`config.mk`:
```
export PLATFORM = sky130hd
export DESIGN_NAME = pwm_engine
export DESIGN_NICKNAME = d
export VERILOG_FILES = /design/src/rtl/pwm_pkg.sv /design/src/rtl/pwm_prescaler.sv /design/src/rtl/pwm_engine.sv
export SDC_FILE = /design/constraint.sdc
export NUM_CORES = 1
export LEC_CHECK = 0
export BUFFER_PORTS_ARGS = -buffer_cell sky130_fd_sc_hd__buf_4
export CAP_MARGIN = 20
export CORE_MARGIN = 2
export CORE_UTILIZATION = 52
export CTS_CLUSTER_SIZE = 28
export DETAILED_ROUTE_END_ITERATION = 12
export GPL_ROUTABILITY_DRIVEN = 0
export PLACE_DENSITY = 0.83
export REMOVE_ABC_BUFFERS = 1
export SLEW_MARGIN = 5
export SYNTH_ARGS = -nofsm -noshare
export SYNTH_HDL_FRONTEND = slang
export SYNTH_HIERARCHICAL = 1
export SYNTH_SLANG_ARGS = --single-unit
```
`constraint.sdc`:
```
create_clock -name clk -period 2.8 [get_ports clk]
set_input_delay 0.28 -clock clk [delete_from_list [all_inputs] [get_ports clk]]
set_output_delay 0.28 -clock clk [all_outputs]
set_load 0.005 [all_outputs]
```
`src/rtl/pwm_pkg.sv`:
```
// ============================================================================
// Module   : pwm_pkg
// Brief    : Shared constants, types and level helper for the PWM output stage
// Revision : 1.0  initial release
// ============================================================================
`default_nettype none

package pwm_pkg;

   localparam int              PWM_CNT_W  = 8;
   localparam int              NUM_CH     = 16;
   localparam int              PERIOD_LEN = 1 << PWM_CNT_W;
   localparam logic [PWM_CNT_W-1:0] DUTY_FULL = 8'hFF;
   localparam logic [PWM_CNT_W-1:0] CNT_LAST  = PWM_CNT_W'(PERIOD_LEN - 1);

   typedef logic [PWM_CNT_W-1:0] cnt_t;
   typedef logic [NUM_CH-1:0]    ch_vec_t;

   // Full-scale duty is clamped to a solid high rather than 255/256.
   function automatic logic pwm_level(input cnt_t cnt, input cnt_t duty);
      return (duty == DUTY_FULL) || (cnt < duty);
   endfunction

endpackage : pwm_pkg

`default_nettype wire

```
`src/rtl/pwm_prescaler.sv`:
```
// ============================================================================
// Module   : pwm_prescaler
// Brief    : Free-running divider producing one tick every PRESCALE clocks
// Revision : 1.0  initial release
// ============================================================================
`default_nettype none

module pwm_prescaler #(
   parameter int PRESCALE = 13
) (
   input  logic clk,
   input  logic rst_n,
   output logic o_tick
);

   localparam int              CNT_W  = (PRESCALE > 1) ? $clog2(PRESCALE) : 1;
   localparam logic [CNT_W-1:0] C_LAST = CNT_W'(PRESCALE - 1);

   logic [CNT_W-1:0] r_pre_cnt;
   logic             w_tick;

   // With PRESCALE=1 the counter sits at zero and ticks every cycle.
   assign w_tick = (r_pre_cnt == C_LAST);

   always_ff @(posedge clk or negedge rst_n) begin
      if (!rst_n) begin
         r_pre_cnt <= '0;
      end else if (w_tick) begin
         r_pre_cnt <= '0;
      end else begin
         r_pre_cnt <= r_pre_cnt + 1'b1;
      end
   end

   assign o_tick = w_tick;

endmodule : pwm_prescaler

`default_nettype wire

```
`src/rtl/pwm_engine.sv`:
```
// ============================================================================
// Module   : pwm_engine
// Brief    : 16-channel output stage: off / static high / shared 8-bit PWM
// Revision : 1.0  initial release
// ============================================================================
`default_nettype none

module pwm_engine
   import pwm_pkg::*;
#(
   parameter int PRESCALE = 13
) (
   input  logic        clk,
   input  logic        rst_n,
   input  logic [7:0]  en_reg_out_7_0,
   input  logic [7:0]  en_reg_out_15_8,
   input  logic [7:0]  en_reg_pwm_7_0,
   input  logic [7:0]  en_reg_pwm_15_8,
   input  logic [7:0]  pwm_duty_cycle,
   output logic [15:0] pwm_out,
   output logic        period_start
);

   logic    w_tick;
   logic    w_boundary;
   logic    w_level;
   cnt_t    r_pwm_cnt;
   cnt_t    r_duty_sh;
   ch_vec_t w_en_out;
   ch_vec_t w_en_pwm;
   ch_vec_t w_out_nxt;
   ch_vec_t r_pwm_out;
   logic    r_period_start;

   pwm_prescaler #(
      .PRESCALE (PRESCALE)
   ) u_prescaler (
      .clk    (clk),
      .rst_n  (rst_n),
      .o_tick (w_tick)
   );

   assign w_boundary = w_tick && (r_pwm_cnt == CNT_LAST);

   always_ff @(posedge clk or negedge rst_n) begin
      if (!rst_n) begin
         r_pwm_cnt <= '0;
      end else if (w_tick) begin
         r_pwm_cnt <= r_pwm_cnt + 1'b1;
      end
   end

   // Duty is only sampled on the boundary so a running pulse is never cut short.
   always_ff @(posedge clk or negedge rst_n) begin
      if (!rst_n) begin
         r_duty_sh      <= '0;
         r_period_start <= 1'b0;
      end else begin
         r_period_start <= w_boundary;
         if (w_boundary) begin
            r_duty_sh <= pwm_duty_cycle;
         end
      end
   end

   assign w_level  = pwm_level(r_pwm_cnt, r_duty_sh);
   assign w_en_out = {en_reg_out_15_8, en_reg_out_7_0};
   assign w_en_pwm = {en_reg_pwm_15_8, en_reg_pwm_7_0};

   for (genvar gi = 0; gi < NUM_CH; gi++) begin : g_ch
      assign w_out_nxt[gi] = w_en_out[gi] & (~w_en_pwm[gi] | w_level);
   end

   always_ff @(posedge clk or negedge rst_n) begin
      if (!rst_n) begin
         r_pwm_out <= '0;
      end else begin
         r_pwm_out <= w_out_nxt;
      end
   end

   assign pwm_out      = r_pwm_out;
   assign period_start = r_period_start;

endmodule : pwm_engine

`default_nettype wire
```
# Word-level counts from Yosys, hierarchy flattened
# Index checks and enable logic that the tools add are counted.
# Widths: inputs -> output; s select.
[word_totals] ff_bits=37 inputBits=42 output_inout_bits=17 wordCells=62
[op_classes] addsub=2 magnitude_cmp=1 n_eq_ne=3 n_mux=1 bitwise=48 reduce_logical=2
[ops] cell="$and 1x1->1" count=16
[ops] cell="$eq 8x8->1 const B" count=2
[ops] cell="$not 1->1" count=16
[ops] cell="$or 1x1->1" count=16
[ops] cell="$add 8x1->8 const B" count=1
[ops] cell="$lt 8x8->1" count=1
[ops] cell="$add 4x1->4 const B" count=1
[ops] cell="$eq 4x4->1 const B" count=1
[ops] cell="$mux 4" count=1
[ops] cell="$logic_and 1x1->1" count=1
[ops] cell="$logic_or 1x1->1" count=1

# Depth between registers and ports, before layout
# Gate-level depths: netlist of the first run.
[depth] depth_word=4 mapped_depth=7 mapped_depth_nobuf=7

# Modules after synthesis
# Netlist of the first run, hierarchy kept.
[by_module_without_submodules] module="pwm_engine" instances=1 cells_each=105 area_each_um2=1470.2 seq_area_each_um2=825.8
[by_module_without_submodules] module="pwm_prescaler" instances=1 cells_each=17 area_each_um2=196.4 seq_area_each_um2=100.1

# Worst setup path before layout of the first run
# No wires, ideal clock.
[synth_timing] path_type="reg-to-reg" startpoint="register u_prescaler.r_pre_cnt[0]" endpoint="register r_duty_sh[0]" setup_ns=0.125 t_arrival_ns=1.682 required_time_ns=2.675 path_slack_ns=0.994 stages_incl_launch_ff=8 path_buffers=0 period_less_slack_ns=1.806 cell_sequence="dfrtp_1 inv_1 ha_1 and3_1 and3_1 nand2_1 nor2_4 mux2_2"
[synth_via] elab_chain_cells=2
[synth_rtl] item="start, declared" line="pwm_prescaler.sv:19" source="logic [CNT_W-1:0] r_pre_cnt;"
[synth_rtl] item="start signal, assigned" line="pwm_prescaler.sv:31" source="r_pre_cnt <= r_pre_cnt + 1'b1;"
[synth_rtl] item="$eq 4x4->1" line="pwm_prescaler.sv:23" source="assign w_tick = (r_pre_cnt == C_LAST);"
[synth_rtl] item="via w_tick" line="pwm_engine.sv:24" source="logic w_tick;"
[synth_rtl] item="$logic_and 1x1->1" line="pwm_engine.sv:43" source="assign w_boundary = w_tick && (r_pwm_cnt == CNT_LAST);"
[synth_rtl] item="via w_boundary" line="pwm_engine.sv:25" source="logic w_boundary;"
[synth_rtl] item="end signal, assigned" line="pwm_engine.sv:61" source="r_duty_sh <= pwm_duty_cycle;"
[synth_rtl] item="end, declared" line="pwm_engine.sv:28" source="cnt_t r_duty_sh;"
# The timed path passes the listed nets, and every way through them passes these cells.
# A chain may end at the register's enable or synchronous reset.

# Worst setup path after layout of the first run
[layout_timing] startpoint="register u_prescaler.r_pre_cnt[0]" endpoint="register r_duty_sh[2]"
# Same word-level chain as after synthesis.

==> summary.md, run 1 <==
## Placed design
• 2.506 mm — DP HPWL
• 58 — count of buffers from port buffering
• 2153 um^2 — placed instance area

## STA
• 69.86% — worst-case headroom to the max-slew limit
• 2.052 ns — minimum period implied by the final worst setup slack
• 0.01002 ns — final clock skew
• false — RSZ-0062 raised after global routing
• 0 — final hold violations
• 0 — number of setup violations in the final report
• 0 — max-slew violation total from the final report
• 487.4 MHz — maximum operating frequency
• 73.27% — share of the clock period used by the worst path after layout
• 0 ns — total negative slack for setup checks
• 0.4522 ns — slew at the pin closest to its max-slew limit

## Yosys
• 7.958% — fraction of the mapped netlist area in simple logic gates
• 55.56% — fraction of the yosys area taken by sequential cells
• 3.679% — xor-xnor portion of the synthesized cell area
• 7.508% — adder-cell share of the synthesized area
• 37 — Yosys reg bits
• 6.682% — share of cell area taken by muxes after synthesis
• 55.56% — share of Yosys cell area claimed by the top area cell type
• 1667 um^2 — Cell Area, Synth
• sky130_fd_sc_hd__dfrtp_1 — biggest area consumer among synthesized cells
• 15.69% — Compound-Gate Fraction of Synth Area
• 13.66 um^2 — syn_area_per_cell
• 122 — number of instances in the synthesized netlist
• sky130_fd_sc_hd__dfrtp_1 (56%), sky130_fd_sc_hd__ha_1 (7.5%), sky130_fd_sc_hd__a21boi_2 (6.8%) — dominant cells by area after synthesis
• compound AO/OA/AOI/OAI gates — main combinational cell family by area after synthesis
• 6 — yosys synthesis warning count
• 28 — Netlist cell types

## CTS
• sky130_fd_sc_hd__clkbuf_4 — Root Buffer Master
• 0 — buffers inserted by post-CTS timing repair
• 2 — H-tree depth
• 5 — clock buffer count from CTS
• yes — CTS tree
• 37 — number of sinks on the clock net
• 0.34 ns — clock latency at the later pin of the worst-skew pair
• 2 — CTS Buffer Depth
• 0.10 ns — clock transition at the registers of the reported paths

## Route
• 5.112 — via density per instance
• 0 — number of nets with antenna violations after routing
• 1186 — count of vias placed by the detailed router
• 0 — DR DRC count
• 45 — violation count after the first detailed-routing iteration
• 3 — drt first pass iters
• 13.87 um — final routed wire length divided by cell count
• 3.217 mm — total wirelength of the detailed-routed design

## Layout
• 48.94% — layout cell share with drive strength beyond 1
• 206 — number of fill cells in the layout
• 0 — number of inserted diodes
• 240 — layout net count
• 691.9 um^2 — area occupied by multi-input gates
• 33.11% — synthesis-to-layout area growth
• 2218 um^2 — post-route cell area
• 925.9 um^2 — total area of sequential cells

## Min path
• input pin to flip-flop — hold crit path type
• 2 — hold path cells

## Worst setup path
• 2.27 ns — signal arrival time at the worst endpoint
• sky130_fd_sc_hd__dfrtp_1 — CP max-delay cell
• 9 — largest fanout on the critical path
• sky130_fd_sc_hd__and3_1 — cell seen most often among critical-path stages
• flip-flop to flip-flop — category of the critical setup timing path
• flip-flop — type of element launching the critical path
• 7 — Reg2Reg Depth
• 3.02 ns — Critical Path RT
• 0.44 ns — CP max stage delay
• flip-flop — critical path capture point type
• inv_1, ha_1, and3_1, and3_1, nand2_1, nor2_4, mux2_2 — chain of cells forming the critical path

## Power and ir drop
• 0.0001928 W — Net Sw Power
• 59.9% — register share of total power
• 0.0007228 W — Int Pwr
• 0.2956 mV — worst vdd rail ir drop
• 9.4% — combinational share of power
• 30.7% — part of the total power dissipated in the clock network
• 1.084 nW — Static Leak
• 412.8 nW/um^2 — power per cell area
• 21.06% — sw frac

## Floorplan
• 60.61 um — horizontal die dimension
• 60.61 um — overall die height
• 59 — Ports
• 3053 um^2 — placeable core region
• 20 — standard-cell row count
• 3674 um^2 — die area
• 54.59% — effective utilization at floorplan

## Global routing
• 1211 — via count of the first global-routing pass
• 21.10% — aggregate global-route resource usage
• 0 — global-route congestion overflow total
• 38 — largest net degree at the start of global routing
• 5.451 mm — first-pass GRT wire length
• 0 — antenna violations before repair

## Run status
• complete, no violations — status

## Job
• 0 — number of maximum-capacitance constraint violations

-- worst max-delay path, delay by kind of cell (launching register included) --
kind / cells / cell delay, ns
DFF: 1 / 0.44
buffers and inverters: 1 / 0.07
and+or+nand+nor: 4 / 0.87
adders and majority gates: 1 / 0.17
muxes: 1 / 0.38
-- kinds of logic after synthesis --
kind of cell	after synthesis
adders and majority gates	10
and+or+nand+nor	22
xor gates and xnor gates	7
muxes	10
DFF	37
AOI/OAI and AO/OA	25
buffers and inverters	11
-- area by class of cell --
cell class | count | area share (%)
Clock buffer | 7 | 2.482
Inverter | 10 | 1.692
Multi-Input combinational cell | 74 | 31.19
Sequential cell | 37 | 41.74
Tap cell | 44 | 2.482
Timing Repair Buffer | 60 | 20.42
-- power groups by stage --
| stage | combinational (W) | clock, W | sequential, W |
|---|---|---|---|
| 2_1_floorplan | 0.0000107 | 0 | 0.000561 |
| 3_3_place_gp | 0.0000842 | 0 | 0.000559 |
| 3_5_place_dp | 0.0000868 | 0 | 0.000559 |
| 4_1_cts | 0.0000880 | 0.000293 | 0.000549 |
| 5_1_grt | 0.0000943 | 0.000324 | 0.000550 |
| 6_report | 0.0000858 | 0.000281 | 0.000549 |
-- synth_stat cells --
library cell	instances
sky130_fd_sc_hd__a2111oi_4	1
sky130_fd_sc_hd__a21bo_2	1
sky130_fd_sc_hd__a21boi_0	6
sky130_fd_sc_hd__a21boi_2	10
sky130_fd_sc_hd__a21o_1	1
sky130_fd_sc_hd__a21oi_1	1
sky130_fd_sc_hd__a311o_1	1
sky130_fd_sc_hd__a41o_2	1
sky130_fd_sc_hd__and3_1	2
sky130_fd_sc_hd__and4_2	1
sky130_fd_sc_hd__and4b_1	1
sky130_fd_sc_hd__buf_6	1
sky130_fd_sc_hd__dfrtp_1	37
sky130_fd_sc_hd__ha_1	10
sky130_fd_sc_hd__inv_1	10
sky130_fd_sc_hd__mux2_2	9
sky130_fd_sc_hd__mux2i_1	1
sky130_fd_sc_hd__nand2_1	5
sky130_fd_sc_hd__nand2b_4	1
sky130_fd_sc_hd__nand4_1	5
sky130_fd_sc_hd__nor2_1	5
sky130_fd_sc_hd__nor2_4	1
sky130_fd_sc_hd__nor2b_1	1
sky130_fd_sc_hd__o21a_1	1
sky130_fd_sc_hd__o21ai_2	1
sky130_fd_sc_hd__o32ai_2	1
sky130_fd_sc_hd__xnor2_1	4
sky130_fd_sc_hd__xor2_1	3
-- per-layer routing --
| metal | up-vias | track usage (%) | routed length, um |
|---|---|---|---|
| met5 | - | 0 | 0 |
| met4 | 0 | 8.696 | 47 |
| met3 | 4 | 10.87 | 319 |
| met2 | 50 | 32.72 | 1610 |
| met1 | 574 | 24.86 | 1239 |
| li1 | 558 | - | - |
-- flip-flops by register name, indices dropped and copies added, names as in the netlist --
register	count
period_start	1
pwm_out	16
r_duty_sh	8
r_pwm_cnt	8
u_prescaler/r_pre_cnt	4
-- stage by stage --
stage / total power, W / cells / setup slack, ns / util, % / hold WS [ns]
after global placement: 0.0006432 / 224 / 0.8960 / 70.53 / 0.2564
final: 0.0009157 / 232 / 0.7485 / 72.66 / 0.09177
after floorplan: 0.0005717 / 121 / 0.5853 / - / -0.01559
after detailed placement: 0.0006462 / 224 / 0.7739 / 70.53 / 0.2633
after CTS: 0.0009299 / 232 / 0.7540 / 72.66 / 0.06964
after global routing: 0.0009684 / 232 / 0.6653 / 72.66 / 0.06114
-- cells in the final DEF (no fill, tap or decap), drive strengths merged --
| cell type | count |
|---|---|
| clkbuf | 7 |
| buf | 59 |
| mux2 | 9 |
| o32ai | 1 |
| a2111oi | 1 |
| o21a | 1 |
| mux2i | 1 |
| a21bo | 1 |
| inv | 10 |
| a311o | 1 |
| and4 | 1 |
| dlygate4sd3 | 1 |
| a41o | 1 |
| nor2 | 6 |
| ha | 10 |
| nand2 | 5 |
| and3 | 2 |
| nor2b | 1 |
| and4b | 1 |
| a21o | 1 |
| dfrtp | 37 |
| xor2 | 3 |
| nand2b | 1 |
| nand4 | 5 |
| o21ai | 1 |
| xnor2 | 4 |
| a21oi | 1 |
| a21boi | 16 |
-- what timing repair did --
action                                 CTS  global route
endpoints found under the hold margin   37             0
hold buffers                             1             0
gates resized for setup                  0             0
-- worst paths after layout --
check / endpoint / slack, ns / from
worst max-delay path: r_duty_sh[2]$_DFFE_PN0P_ / 0.75 / u_prescaler/r_pre_cnt[0]$_DFF_PN0_
worst min-delay path: pwm_out[9]$_DFF_PN0_ / 0.09 / en_reg_pwm_15_8[1]
worst max register to register: r_duty_sh[2]$_DFFE_PN0P_ / 0.75 / u_prescaler/r_pre_cnt[0]$_DFF_PN0_
worst min register to register: r_pwm_cnt[7]$_DFFE_PN0P_ / 0.51 / r_pwm_cnt[7]$_DFFE_PN0P_
max in group asynchronous: pwm_out[12]$_DFF_PN0_ / 2.04 / rst_n
min in group asynchronous: r_pwm_cnt[6]$_DFFE_PN0P_ / 0.44 / rst_n
Power figures use the tool's default switching activity.
==> run 2, diff against run 1 <==
CORE_UTILIZATION = 44   (was 52)
PLACE_DENSITY = 0.75   (was 0.83)
clock period = 1.8 ns   (was 2.8 ns; I/O delays follow)
==> summary.md, run 2 (synthesis results as in run 1) <==
## Worst setup path
• flip-flop to flip-flop — category of the critical setup timing path
• inv_1, ha_2, and3_4, and3_4, nand2_2, nor2_4, mux2_2 — chain of cells forming the critical path
• flip-flop — type of element launching the critical path
• u_prescaler/r_pre_cnt[0]$_DFF_PN0_ — Setup crit start
• 1.97 ns — signal arrival time at the worst endpoint, -0.30 ns
• sky130_fd_sc_hd__dfrtp_1 — CP max-delay cell
• -0.002 ns — reg2reg setup slack, -0.75 ns
• 0.39 ns — CP max stage delay, -0.05 ns
• 7 — Reg2Reg Depth, unchanged
• flip-flop — critical path capture point type
• u_prescaler/r_pre_cnt[0]$_DFF_PN0_ — startpoint of the worst register-to-register path
• r_duty_sh[1]$_DFFE_PN0P_ — reg-to-reg endpoint
• 1.97 ns — Critical Path RT, -1.05 ns
• 5 — largest fanout on the critical path, -4
• sky130_fd_sc_hd__and3_4 — cell seen most often among critical-path stages

## CTS
• sky130_fd_sc_hd__clkbuf_8 — Root Buffer Master
• 0.28 ns — clock latency at the later pin of the worst-skew pair, -0.06 ns
• 5 — clock buffer count from CTS, unchanged
• 2 — H-tree depth, unchanged
• 0.07 ns — clock transition at the registers of the reported paths, -0.03 ns
• 37 — number of sinks on the clock net, unchanged
• yes — CTS tree
• 2 — CTS Buffer Depth, unchanged

## Min path
• 2 — hold path cells, unchanged
• en_reg_pwm_7_0[1] — critical hold path startpoint
• input pin to flip-flop — hold crit path type
• pwm_out[1]$_DFF_PN0_ — worst-case hold path end point

## Global routing
• 1425 — via count of the first global-routing pass, +18%
• 0 — global-route congestion overflow total, unchanged
• 20.36% — aggregate global-route resource usage, -0.74 points
• 0 — antenna violations before repair, unchanged
• 38 — largest net degree at the start of global routing, unchanged
• 6.417 mm — first-pass GRT wire length, +18%

## Route
• 19 — violation count after the first detailed-routing iteration, -58%
• 3.929 mm — total wirelength of the detailed-routed design, +22%
• 0 — DR DRC count, unchanged
• 1298 — count of vias placed by the detailed router, +9.4%
• 5.031 — via density per instance, -1.6%
• 15.23 um — final routed wire length divided by cell count, +9.8%
• 2 — drt first pass iters, -1
• 0 — number of nets with antenna violations after routing, unchanged

## Run status
• negative setup slack — violated checks
• complete, but fails checks — status

## Power and ir drop
• 35.8% — part of the total power dissipated in the clock network, +5.1 points
• 55.4% — register share of total power, -4.5 points
• 8.8% — combinational share of power, -0.6 points
• 1.220 nW — Static Leak, +13%
• 610.1 nW/um^2 — power per cell area, +48%
• 0.001209 W — Int Pwr, +67%
• 0.0003315 W — Net Sw Power, +72%
• 21.52% — sw frac, +0.46 points
• 0.4157 mV — worst vdd rail ir drop, +41%

## Layout
• 51.50% — synthesis-to-layout area growth
• 269 — number of fill cells in the layout, +31%
• 925.9 um^2 — total area of sequential cells, unchanged
• 59.05% — layout cell share with drive strength beyond 1, +10 points
• 261 — layout net count, +8.8%
• 2525 um^2 — post-route cell area, +14%
• 799.5 um^2 — area occupied by multi-input gates, +16%
• 0 — number of inserted diodes, unchanged
• sky130_fd_sc_hd__buf_4 (77), sky130_fd_sc_hd__dfrtp_1 (37), sky130_fd_sc_hd__a21boi_2 (10) — most frequent cells in the layout
• 258 — Finished Layout Cells, +11%
• 16 — number of flip-flops under the largest register name, unchanged
• sky130_fd_sc_hd__buf_4 — most common cell after layout, fill and taps aside

## STA
• 555.0 MHz — maximum operating frequency, +14%
• 0 — max-slew violation total from the final report, unchanged
• 100.1% — share of the clock period used by the worst path after layout, +27 points
• 1.802 ns — minimum period implied by the final worst setup slack, -0.2496 ns
• 0.04848 ns — Worst Hold Slack, -0.04330 ns
• 0.4543 ns — slew at the pin closest to its max-slew limit, +0.002175 ns
• -0.001882 ns — Final WS setup, -0.7504 ns
• 69.71% — worst-case headroom to the max-slew limit, -0.14 points
• 0.003243 ns — final clock skew, -0.006778 ns
• 0 — final hold violations, unchanged
• 1 — number of setup violations in the final report, +1
• true — RSZ-0062 raised after global routing

## Floorplan
• 45.52% — effective utilization at floorplan, -9.1 points
• 3661 um^2 — placeable core region, +20%
• 22 — standard-cell row count, +10%
• 65.55 um — horizontal die dimension, +8.1%
• 65.55 um — overall die height, +8.1%
• 59 — Ports, unchanged
• 4296 um^2 — die area, +17%

## Placed design
• 2238 um^2 — placed instance area, +4.0%
• -0.05245 ns — worst setup slack after placement, -0.8263 ns
• 58 — count of buffers from port buffering, unchanged
• 237 — Cells after DPL, +5.8%
• 2.634 mm — DP HPWL, +5.1%

## Job
• 0 — number of maximum-capacitance constraint violations, unchanged

run 2: how the worst max path moves through the flow:
| stage | slack (ns) | depth (start not counted) | endpoint |
|---|---|---|---|
| after floorplan | -0.41 | 5 | pwm_out[10]$_DFF_PN0_ |
| after CTS | 0.005 | 7 | r_duty_sh[1]$_DFFE_PN0P_ |
| after global routing | -0.06 | 7 | r_duty_sh[2]$_DFFE_PN0P_ |
| after global placement | -0.01 | 7 | pwm_out[10]$_DFF_PN0_ |
| final | -0.002 | 7 | r_duty_sh[1]$_DFFE_PN0P_ |
| after detailed placement | -0.05 | 7 | pwm_out[10]$_DFF_PN0_ |
run 2: final cells by class:
class                           count  share of cell area, %
Multi-Input combinational cell     75                  31.67
Clock inverter                      2                 0.3964
Tap cell                           48                  2.379
Timing Repair Buffer               80                  24.53
Sequential cell                    37                  36.67
Inverter                           10                  1.487
Clock buffer                        6                  2.874
run 2: through the flow:
stage          total power (W)  utilization (%)  setup TNS (ns)
2_1_floorplan        0.0008894                -          -5.556
3_3_place_gp          0.001001            61.14        -0.01130
3_5_place_dp          0.001006            61.14         -0.1933
4_1_cts               0.001554            67.33               0
5_1_grt               0.001614            68.97         -0.3608
6_report              0.001540            68.97       -0.001882
run 2: repair_timing:
action | in CTS | in global routing
endpoints found under the hold margin | 37 | 0
pin swaps | 3 | 4
gates resized for setup | 12 | 7
hold buffers | 1 | 0
setup endpoints to repair | 14 | 22
setup buffers | 4 | 7
cloned | 2 | 0
run 2: routing by layer:
layer  track usage [%]  vias up  wire, um
met4             9.635        0        85
li1                  -      602         -
met3             6.336        8       271
met2             35.84       54      2085
met5                 0        -         0
met1             22.20      634      1486
run 2: power groups by stage:
stage	registers, W	clock network (W)	logic (W)
floorplan	0.000873	0	0.0000166
global placement	0.000870	0	0.000131
detailed placement	0.000870	0	0.000136
CTS	0.000854	0.000562	0.000138
global route	0.000856	0.000610	0.000148
finish	0.000854	0.000551	0.000135
run 2: critical path, delay by kind of cell, from the launching register on:
kind | cells | cell delay [ns]
multiplexers | 1 | 0.36
flip-flops | 1 | 0.39
buffers and inverters | 1 | 0.07
adder cells (fa/ha/maj) | 1 | 0.20
AND/OR/NAND/NOR | 4 | 0.68
